<file path="src/rtl/conv_layer_param_pkg.sv">
// Shared types and helpers for the conv layer engines: FSM states, clog2 and
// the saturate/ReLU used when a fixed-point accumulator is narrowed to a word.
package conv_layer_param_pkg;

  typedef enum logic [2:0] {
    S_IDLE,
    S_LOAD_B,
    S_LOAD_W,
    S_MAC,
    S_STORE,
    S_FIN
  } state_t;

  function automatic int clog2(input int v);
    int r;
    r = 0;
    while ((1 << r) < v) r++;
    return r;
  endfunction

  // Clamp to a signed data_size-bit range, then optionally drop negatives.
  function automatic logic signed [63:0] sat_relu(input logic signed [63:0] v,
                                                  input int data_size,
                                                  input bit relu);
    logic signed [63:0] hi, lo, r;
    hi = (64'sd1 <<< (data_size - 1)) - 64'sd1;
    lo = -(64'sd1 <<< (data_size - 1));
    r  = v;
    if (v > hi) r = hi;
    else if (v < lo) r = lo;
    if (relu && (r < 64'sd0)) r = 64'sd0;
    return r;
  endfunction

endpackage

</file>
<file path="src/rtl/conv_layer_param_mac.sv">
// Single-stage signed multiply-accumulate with a bias preload; the bias is
// aligned to the product's fixed-point scale on load.
module conv_layer_param_mac #(
  parameter int DATA_SIZE = 16,
  parameter int FRAC_BITS = 8,
  parameter int ACC_W     = 37
) (
  input  logic                        clk,
  input  logic                        rst,
  input  logic                        load,
  input  logic signed [DATA_SIZE-1:0] bias,
  input  logic                        en,
  input  logic signed [DATA_SIZE-1:0] a,
  input  logic signed [DATA_SIZE-1:0] b,
  output logic signed [ACC_W-1:0]     acc
);

  logic signed [2*DATA_SIZE-1:0] prod;

  assign prod = a * b;

  always_ff @(posedge clk or negedge rst) begin
    if (!rst) begin
      acc <= '0;
    end else if (load) begin
      acc <= ACC_W'(bias) <<< FRAC_BITS;
    end else if (en) begin
      acc <= acc + ACC_W'(prod);
    end
  end

endmodule

</file>
<file path="src/rtl/conv_layer_param.sv">
// Parametrised KxKxCin convolution engine: per filter it loads bias and
// weights once, then walks the output map with one MAC per tap.
//
// state   | meaning
// IDLE    | waiting for start
// LOAD_B  | read bias for filter f
// LOAD_W  | stream TAPS weights into the register file
// MAC     | stream TAPS input words and accumulate
// STORE   | write saturated pixel, reload bias
// FIN     | one-cycle done pulse
module conv_layer_param
  import conv_layer_param_pkg::*;
#(
  parameter int DATA_SIZE  = 16,
  parameter int FRAC_BITS  = 8,
  parameter int IMAGE_SIZE = 32,
  parameter int IN_CH      = 1,
  parameter int OUT_CH     = 6,
  parameter int KERNEL     = 5,
  parameter int STRIDE     = 1,
  parameter int RELU_EN    = 1,
  parameter int RD_LAT     = 3,
  parameter int W_BASE     = 0,
  parameter int B_BASE     = 150,
  parameter int R_BASE     = 0,
  parameter int GRAPH_W    = 5,
  parameter int WADDR_W    = 16,
  parameter int IADDR_W    = 14,
  parameter int RADDR_W    = 13
) (
  input  logic                 clk,
  input  logic                 rst,
  input  logic                 start,
  input  logic [GRAPH_W-1:0]   graph,
  output logic                 busy,
  output logic                 done,
  output logic                 wb_ena,
  output logic [WADDR_W-1:0]   wb_addra,
  input  logic [DATA_SIZE-1:0] wb_douta,
  output logic                 in_ena,
  output logic [IADDR_W-1:0]   in_addra,
  input  logic [DATA_SIZE-1:0] in_douta,
  output logic                 res_ena,
  output logic                 res_wea,
  output logic [RADDR_W-1:0]   res_addra,
  output logic [DATA_SIZE-1:0] res_dina
);

  localparam int OUT_SIZE = (IMAGE_SIZE - KERNEL) / STRIDE + 1;
  localparam int TAPS     = KERNEL * KERNEL * IN_CH;
  localparam int ACC_W    = 2 * DATA_SIZE + clog2(TAPS + 1);
  localparam int TW       = clog2(TAPS + 1);
  localparam int OW       = clog2(OUT_SIZE + 1);
  localparam int FW       = clog2(OUT_CH + 1);
  localparam int KW       = clog2(KERNEL + 1);
  localparam int CW       = clog2(IN_CH + 1);

  state_t state, state_nxt;

  logic [GRAPH_W-1:0]      graph_q;
  logic [FW-1:0]           f;
  logic [OW-1:0]           row, col;
  logic [TW-1:0]           iss, rcv;
  logic [KW-1:0]           kr, kc;
  logic [CW-1:0]           ch;
  logic [RD_LAT-1:0]       vld_sr;
  logic [DATA_SIZE-1:0]    w_rf [TAPS];
  logic [DATA_SIZE-1:0]    bias_q;
  logic [WADDR_W-1:0]      wb_addr_q, wb_addr_calc;
  logic [IADDR_W-1:0]      in_addr_q, in_addr_calc;
  logic [RADDR_W-1:0]      res_addr_q, res_addr_calc;
  logic [DATA_SIZE-1:0]    res_data_q, res_data_calc;
  logic signed [ACC_W-1:0] acc;
  logic                    issuing, vld, last_rcv, last_col, last_row, last_f;

  // Returning read data is tracked by a shift register, not by state timing.
  assign vld      = vld_sr[RD_LAT-1];
  assign last_rcv = (rcv == TW'(TAPS - 1));
  assign last_col = (col == OW'(OUT_SIZE - 1));
  assign last_row = (row == OW'(OUT_SIZE - 1));
  assign last_f   = (f == FW'(OUT_CH - 1));

  always_comb begin
    issuing = 1'b0;
    case (state)
      S_LOAD_B:       issuing = (iss == '0);
      S_LOAD_W, S_MAC: issuing = (iss < TW'(TAPS));
      default:        issuing = 1'b0;
    endcase
  end

  assign wb_addr_calc = (state == S_LOAD_B)
      ? WADDR_W'(32'(B_BASE) + 32'(f))
      : WADDR_W'(32'(W_BASE) + 32'(f) * 32'(TAPS) + 32'(iss));
  assign in_addr_calc = IADDR_W'(32'(graph_q) * 32'(IN_CH * IMAGE_SIZE * IMAGE_SIZE)
      + 32'(ch) * 32'(IMAGE_SIZE * IMAGE_SIZE)
      + (32'(row) * 32'(STRIDE) + 32'(kr)) * 32'(IMAGE_SIZE)
      + 32'(col) * 32'(STRIDE) + 32'(kc));
  assign res_addr_calc = RADDR_W'(32'(R_BASE) + 32'(f) * 32'(OUT_SIZE * OUT_SIZE)
      + 32'(row) * 32'(OUT_SIZE) + 32'(col));
  assign res_data_calc = DATA_SIZE'(sat_relu(64'(acc >>> FRAC_BITS), DATA_SIZE, RELU_EN != 0));

  // Addresses follow the live value while issuing and hold the last one otherwise.
  assign wb_ena    = issuing && (state == S_LOAD_B || state == S_LOAD_W);
  assign wb_addra  = wb_ena ? wb_addr_calc : wb_addr_q;
  assign in_ena    = issuing && (state == S_MAC);
  assign in_addra  = in_ena ? in_addr_calc : in_addr_q;
  assign res_ena   = (state == S_STORE);
  assign res_wea   = (state == S_STORE);
  assign res_addra = res_ena ? res_addr_calc : res_addr_q;
  assign res_dina  = res_ena ? res_data_calc : res_data_q;

  always_ff @(posedge clk or negedge rst) begin
    if (!rst) state <= S_IDLE;
    else      state <= state_nxt;
  end

  always_comb begin
    state_nxt = state;
    busy      = 1'b1;
    done      = 1'b0;
    case (state)
      S_IDLE: begin
        busy = 1'b0;
        if (start) state_nxt = S_LOAD_B;
      end
      S_LOAD_B: if (vld) state_nxt = S_LOAD_W;
      S_LOAD_W: if (vld && last_rcv) state_nxt = S_MAC;
      S_MAC:    if (vld && last_rcv) state_nxt = S_STORE;
      S_STORE: begin
        if (!(last_col && last_row)) state_nxt = S_MAC;
        else if (!last_f)            state_nxt = S_LOAD_B;
        else                         state_nxt = S_FIN;
      end
      S_FIN: begin
        busy      = 1'b0;
        done      = 1'b1;
        state_nxt = S_IDLE;
      end
      default: state_nxt = S_IDLE;
    endcase
  end

  always_ff @(posedge clk or negedge rst) begin
    if (!rst) begin
      graph_q    <= '0;
      f          <= '0;
      row        <= '0;
      col        <= '0;
      iss        <= '0;
      rcv        <= '0;
      kr         <= '0;
      kc         <= '0;
      ch         <= '0;
      vld_sr     <= '0;
      bias_q     <= '0;
      wb_addr_q  <= '0;
      in_addr_q  <= '0;
      res_addr_q <= '0;
      res_data_q <= '0;
    end else begin
      vld_sr <= RD_LAT'({vld_sr, issuing});
      if (wb_ena)  wb_addr_q  <= wb_addra;
      if (in_ena)  in_addr_q  <= in_addra;
      if (res_ena) begin
        res_addr_q <= res_addra;
        res_data_q <= res_dina;
      end
      if (state != state_nxt) begin
        iss <= '0;
        rcv <= '0;
        kr  <= '0;
        kc  <= '0;
        ch  <= '0;
      end else begin
        if (issuing) begin
          iss <= iss + 1'b1;
          if (kc == KW'(KERNEL - 1)) begin
            kc <= '0;
            if (kr == KW'(KERNEL - 1)) begin
              kr <= '0;
              ch <= ch + 1'b1;
            end else begin
              kr <= kr + 1'b1;
            end
          end else begin
            kc <= kc + 1'b1;
          end
        end
        if (vld) rcv <= rcv + 1'b1;
      end
      if (state == S_IDLE && start) begin
        graph_q <= graph;
        f       <= '0;
        row     <= '0;
        col     <= '0;
      end
      if (state == S_LOAD_B && vld) bias_q <= wb_douta;
      if (state == S_STORE) begin
        if (!last_col) begin
          col <= col + 1'b1;
        end else begin
          col <= '0;
          if (!last_row) begin
            row <= row + 1'b1;
          end else begin
            row <= '0;
            if (!last_f) f <= f + 1'b1;
          end
        end
      end
    end
  end

  always_ff @(posedge clk) begin
    if (state == S_LOAD_W && vld) w_rf[rcv] <= wb_douta;
  end

  conv_layer_param_mac #(
    .DATA_SIZE(DATA_SIZE),
    .FRAC_BITS(FRAC_BITS),
    .ACC_W    (ACC_W)
  ) u_mac (
    .clk (clk),
    .rst (rst),
    .load((state == S_LOAD_B && vld) || state == S_STORE),
    .bias((state == S_LOAD_B) ? wb_douta : bias_q),
    .en  (state == S_MAC && vld),
    .a   (in_douta),
    .b   (w_rf[rcv]),
    .acc (acc)
  );

endmodule

</file>
<file path="config.mk">
export PLATFORM = sky130hd
export DESIGN_NAME = conv_layer_param
export DESIGN_NICKNAME = d
export VERILOG_FILES = /design/src/rtl/conv_layer_param_pkg.sv /design/src/rtl/conv_layer_param_mac.sv /design/src/rtl/conv_layer_param.sv
export SDC_FILE = /design/constraint.sdc
export NUM_CORES = 2
export LEC_CHECK = 0
export ABC_AREA = 0
export ABC_CLOCK_PERIOD_IN_PS = 9500
export CORE_MARGIN = 2
export CORE_UTILIZATION = 45
export CTS_BUF_LIST = sky130_fd_sc_hd__clkbuf_8
export DETAILED_ROUTE_END_ITERATION = 6
export HOLD_SLACK_MARGIN = 0.05
export PLACE_DENSITY = 0.63
export SETUP_SLACK_MARGIN = 0.2
export SYNTH_ARGS = -nofsm -noshare
export SYNTH_HDL_FRONTEND = slang
export SYNTH_SLANG_ARGS = --single-unit
</file>
<file path="constraint.sdc">
create_clock -name clk -period 9.5 [get_ports clk]
set_clock_uncertainty 0.2 [all_clocks]
set_input_delay 2.375 -clock clk [delete_from_list [all_inputs] [get_ports clk]]
set_output_delay 2.375 -clock clk [all_outputs]
set_load 0.05 [all_outputs]
</file>
# --- Word level (Yosys, flattened, before mapping) ---
# Memory sizes are Yosys's and may differ from the RTL's.
# Index checks and enable logic that the tools add are counted.
totals:
  register_bits: 152
  latchBits: 0
  out_inout_bits: 65
  rom_bits: 0
  word_cells: 128
  mem_count: 1
  ram_bits: 400
mem_list:
  columns: ["memory", "words", "width", "rd", "rd_clocked_by_memory_dff", "wr", "line", "source"]
  rows:
  - ["w_rf", 25, 16, 1, 0, 1, "conv_layer_param.sv:67", "logic [DATA_SIZE-1:0] w_rf [TAPS];"]
op_classes:
  shift: 0
  reduce_logical: 22
  n_bitwise: 0
  order_cmp: 4
  n_div: 0
  addsub: 18
  muxes: 50
  multipliers: 4
  eq_ne: 12
op_table:
  columns: ["operator", "count"]
  rows:
  - ["2-to-1 mux 64 bit", 2]
  - ["2-to-1 mux 37 bit", 2]
  - ["less-than comparator 64 x 1 -> 1 bit (second input constant)", 1]
  - ["2-to-1 mux 16 bit", 4]
  - ["2-to-1 mux 5 bit", 11]
  - ["2-to-1 mux 3 bit", 18]
  - ["adder 37 x 32 -> 37 bit", 1]
  - ["multiplier 16 x 16 -> 32 bit", 1]
  - ["greater-than comparator 29 x 16 -> 1 bit (second input constant)", 1]
  - ["less-than comparator 29 x 16 -> 1 bit (second input constant)", 1]
  - ["adder 14 x 11 -> 14 bit", 2]
  - ["adder 5 x 1 -> 5 bit (second input constant)", 4]
  - ["== test 3 bit (second input constant)", 5]
  - ["== test 5 bit (second input constant)", 3]
  - ["case mux 3 bit (5 select lines)", 1]
  - ["adder 14 x 3 -> 14 bit", 1]
  - ["adder 14 x 5 -> 14 bit", 1]
  - ["2-to-1 mux 14 bit", 1]
  - ["adder 13 x 10 -> 13 bit", 1]
  - ["adder 13 x 5 -> 13 bit", 1]
  - ["2-to-1 mux 13 bit", 1]
  - ["nonzero test 2 bit", 6]
  - ["adder 3 x 1 -> 3 bit (second input constant)", 3]
  - ["adder 8 x 3 -> 9 bit (first input constant)", 1]
  - ["20 further kinds", 37]

# --- Longest topological paths before layout ---
depth:
  word_depth: 7
  ltp_mapped: 32
  mapped_depth_nobuf: 28

# --- Cells and area by module ---
# From an unflattened synthesis, not the netlist that was laid out.
hier_totals:
  hier_cells: 2910
  hier_area_um2: 35839.4
modules_own_cells:
  columns: ["module", "n_inst", "area_each_um2", "cells_each", "seq_area_each_um2"]
  rows:
  - ["conv_layer_param", 1, 22510.3, 1490, 14889.3]
  - ["conv_layer_param_mac", 1, 13329.0, 1420, 925.9]

# --- Worst setup path after synthesis ---
# Ideal clock, no wire load.
synth_timing:
  path_kind: "input port to flip-flop"
  startpoint: "input in_douta[15]"
  endpoint: "register u_mac.acc[32]"
  arrival_ps: 7974
  required_time_ps: 9213
  slack_ps: 1239
  stages: 21
  cell_sequence: "clkbuf_1 > nand2_1 > fa_1 > inv_1 > fa_1 > fa_1 > fa_1 > fa_1 > inv_1 > fa_1 > inv_1 > ha_1 > clkbuf_1 > nand4_1 > nor4_1 > a21boi_0 > o21ai_0 > nand2_1 > a311oi_1 > xor2_1 > o211ai_1"
synth_via:
  elab_chain_len: 4
synth_rtl:
  columns: ["item", "line", "source"]
  rows:
  - ["from (decl)", "conv_layer_param.sv:42", "input logic [DATA_SIZE-1:0] in_douta,"]
  - ["multiplier 16 x 16 -> 32 bit", "conv_layer_param_mac.sv:20", "assign prod = a * b;"]
  - ["adder 37 x 32 -> 37 bit", "conv_layer_param_mac.sv:28", "acc <= acc + ACC_W'(prod);"]
  - ["2-to-1 mux 37 bit", "conv_layer_param_mac.sv:27", "end else if (en) begin"]
  - ["2-to-1 mux 37 bit", "conv_layer_param_mac.sv:25", "end else if (load) begin"]
  - ["to (signal assigned)", "conv_layer_param_mac.sv:26", "acc <= ACC_W'(bias) <<< FRAC_BITS;"]
  - ["to (signal assigned)", "conv_layer_param_mac.sv:28", null]
  - ["to (decl)", "conv_layer_param_mac.sv:15", "output logic signed [ACC_W-1:0] acc"]
# Every way passes these cells. The select of a mux whose other input is x is not followed.
# A chain may end at the register's enable or synchronous reset.

# --- Worst setup path after layout ---
layout_timing:
  startpoint: "register rcv[0]"
  endpoint: "register u_mac.acc[32]"
layout_via:
  elab_chain_len: 5
layout_rtl:
  columns: ["item", "line", "source"]
  rows:
  - ["from (decl)", "conv_layer_param.sv:63", "logic [TW-1:0] iss, rcv;"]
  - ["from (signal assigned)", "conv_layer_param.sv:190", "if (vld) rcv <= rcv + 1'b1;"]
  - ["memory read (25 x 16 bit)", null, null]
  - ["multiplier 16 x 16 -> 32 bit", "conv_layer_param_mac.sv:20", null]
  - ["adder 37 x 32 -> 37 bit", "conv_layer_param_mac.sv:28", null]
  - ["2-to-1 mux 37 bit", "conv_layer_param_mac.sv:27", null]
  - ["2-to-1 mux 37 bit", "conv_layer_param_mac.sv:25", null]
# Every way passes these cells. The select of a mux whose other input is x is not followed.

==> results.toml <==
[sta]
setup_tns_ns = 0
period_minus_slack_ns = 8.70
period_share_pct = 91.5
hold_viol_final = 0
finalMaxSlewViolations = 0
relSlewSlack_pct = 16.8
max_freq_ghz = 0.115
rsz0062_at_grt = "no"
worst_slack_ns = 0.805
worstMarginPinSlew_ns = 1.25
setup_viol = 0

[placed_design]
place_congestion = 0.855
portBuffers = 103
dpl.cell_count = 3948
preCtsSetupSlack_ns = 0.227
dp_hpwl_mm = 61.0

[synth]
ys_ff_latch = 552
syn_area_mm2 = 0.0355
yosysTopAreaCell = "edfxtp_1"
synth-edff-count = 400
syn_nets = 3362
syn_avg_cell_area_um2 = 12.6
ys.flop_type = "edfxtp_1"
synthArstFlopShare_pct = 27.5
netlist_top_cells_count = "edfxtp_1 (400), inv_1 (363), fa_1 (329)"
ys_top_cells_by_area = "edfxtp_1 (34%), fa_1 (19%), dfrtp_1 (11%)"
yosysSeqAreaShare_pct = 44.6
yosysUniqueCellTypes = 73
ys_warn_count = 0
yosysMostFrequentCell = "edfxtp_1"
yosys.area.top_type_share_pct = 33.8
syn_inst = 2821

[layout]
fin_cells = 4125
layout.nets = 3545
fillers = 6639
drive_gt1_share_pct = 12.4
synthToLayoutAreaGrowth_pct = 12.7

[global_route]
grt_max_degree = 89
grt_pass1_vias = 24000
antenna_found_initial = 6
overflow = 0
track_usage_pct = 20.9
grt_pass1_wl_mm = 133

[pwr]
pwr-share-clk_pct = 15.5
seqPwrFrac_pct = 21.9
switching_power_uw = 5820
p_leak_uw = 0.0166
p_per_area_mw_per_mm2 = 334
swShare_pct = 43.6
intPower_uw = 7540
max-vdd-ir-drop_mv = 0.362
power_frac_comb_pct = 62.6

[setup_path]
cp.arrival_ns = 9.03
r2r_start = "rcv[0]$_DFFE_PN0P_"
reg2reg_depth = 25
r2r_setup_slack_ns = 0.80
rr_endpoint = "u_mac.acc[32]$_DFFE_PN0P_"
endpoint_kind = "flip-flop"
required_ns = 9.83
critPathLaunch = "rcv[0]$_DFFE_PN0P_"
path_class = "flip-flop to flip-flop"
critical_path.startpoint_type = "flip-flop"
crit_fanout = 19

[clock_network]
cts.sinks = 552
root_buffer = "clkbuf_8"
clkTransAtPathRegs_ns = 0.06
clk_latency_ns = 0.70
cts_tree = "built"
hold_buffers = 0
clock_path_buffers = 3
numCtsBuffers = 93
htree_levels = 3

[floorplanning]
core_area_mm2 = 0.0777
initial_core_util_pct = 45.7
die_area_mm2 = 0.0811
fp.dieH_um = 285
dieWidth_um = 285
num_rows = 102
pin_count = 105

[routing]
drt_first_pass_iters = 6
ant_nets = 0
route.vias.total = 22000
wl_mm = 82.3
drt-initial-drc-count = 1364
vias_per_cell = 5.33
drc = 0
wl_per_cell_um = 19.9

[hold_path]
holdPathStages = 0
hold_path.class = "flip-flop to flip-flop"
worstHoldStart = "vld_sr[1]$_DFF_PN0_"
holdPathEnd = "vld_sr[2]$_DFF_PN0_"

[flow_run]
drv_cap = 0

[status]
outcome = "complete, no violations"
[cell families (layout without fill, tap and decap cells)]
family	count (synthesis)	in the layout	share of synthesized area, %
AOI/OAI and AO/OA	392	392	6.78
adders and majority gates	501	501	24.6
buffers and inverters	482	745	5.44
muxes	150	150	7.70
DFF	552	552	44.6
other	0	1	0
and+or+nand+nor	667	667	8.98
xor gates and xnor gates	77	77	1.90
[power groups by stage]
stage | combinational, uW | sequential, uW | clock, uW
final | 8360 | 2930 | 2070
after floorplan | 6380 | 2930 | 0
after global routing | 9550 | 2940 | 2220
after global placement | 8090 | 2970 | 0
after detailed placement | 8250 | 2970 | 0
after CTS | 8380 | 2930 | 2130
[routing by layer]
layer  track usage (%)  share of wire (%)  vias up
li1                  -                  -     9999
met1              28.0                 42    11200
met2              34.9                 49      627
met3              4.50                6.8      123
met4              5.22                2.0        2
met5                 0              0.016        -
[state kept, by name, summed over array words and instances, names as in the netlist, 13 cells and up]
register    cells
w_rf          400
u_mac.acc      37
bias_q         16
res_data_q     16
wb_addr_q      16
in_addr_q      14
res_addr_q     13
[critical path, stage by stage (launching register included)]
cell      delay, ns
dfrtp_4        0.70
buf_12         0.25
mux4_2         0.53
mux2i_1        0.30
nor2_1         0.12
a221oi_4       0.51
buf_4          0.32
nor2_1         0.08
fa_1           0.51
fa_1           0.46
fa_1           0.54
fa_1           0.55
fa_1           0.56
inv_1          0.06
fa_1           0.53
inv_1          0.04
ha_1           0.30
a21oi_1        0.31
o21ai_0        0.21
a21oi_1        0.19
nand3_1        0.19
o21ai_0        0.21
nand2_1        0.11
a311oi_1       0.34
xor2_1         0.26
o211ai_1       0.11
[per-stage QoR]
| step | instance area, um2 | hold WS [ns] | util (%) | total power (uW) |
|---|---|---|---|---|
| after detailed placement | 38100 | 0.137 | 49.0 | 11200 |
| after global placement | 38100 | 0.133 | 49.0 | 11100 |
| after floorplan | 35500 | 0.131 | - | 9300 |
| final | 40000 | 0.144 | 51.5 | 13400 |
| after global routing | 40000 | 0.161 | 51.5 | 14700 |
| after CTS | 39900 | 0.149 | 51.4 | 13400 |
[how the worst max path moves through the flow]
stage | end | depth (start not counted)
floorplan | u_mac.acc[32]$_DFFE_PN0P_ | 21
global placement | u_mac.acc[32]$_DFFE_PN0P_ | 22
detailed placement | u_mac.acc[32]$_DFFE_PN0P_ | 24
CTS | u_mac.acc[32]$_DFFE_PN0P_ | 28
global route | u_mac.acc[32]$_DFFE_PN0P_ | 25
finish | u_mac.acc[32]$_DFFE_PN0P_ | 25
[cells in the final DEF (no fill, tap or decap), types with 91 or more instances in the layout]
| cell | count |
|---|---|
| edfxtp_1 | 400 |
| inv_1 | 388 |
| fa_1 | 329 |
| nand2_1 | 285 |
| ha_1 | 172 |
| o21ai_0 | 156 |
| dfrtp_1 | 149 |
| nor2b_1 | 105 |
| clkdlybuf4s50_1 | 102 |
| nor2_1 | 99 |
| clkbuf_8 | 98 |
| mux4_2 | 96 |
| buf_4 | 96 |
| a21oi_1 | 91 |
[repair_timing]
| item | in CTS | in global routing |
|---|---|---|
| setup endpoints to repair | 0 | 2 |
| gates resized for setup | 0 | 2 |
| setup buffers | 0 | 1 |
[area by class of cell]
cell class	instances	area, um2	area share, %
multi-input combinational	1787	17800	44.4
sequential	552	15800	39.6
timing repair buffer	206	1900	4.75
inverter	364	1370	3.42
clock buffer	98	1350	3.37
tap	1040	1300	3.25
clock inverter	77	478	1.20
antenna	1	2.50	0.00626
Power figures use the tool's default switching activity.
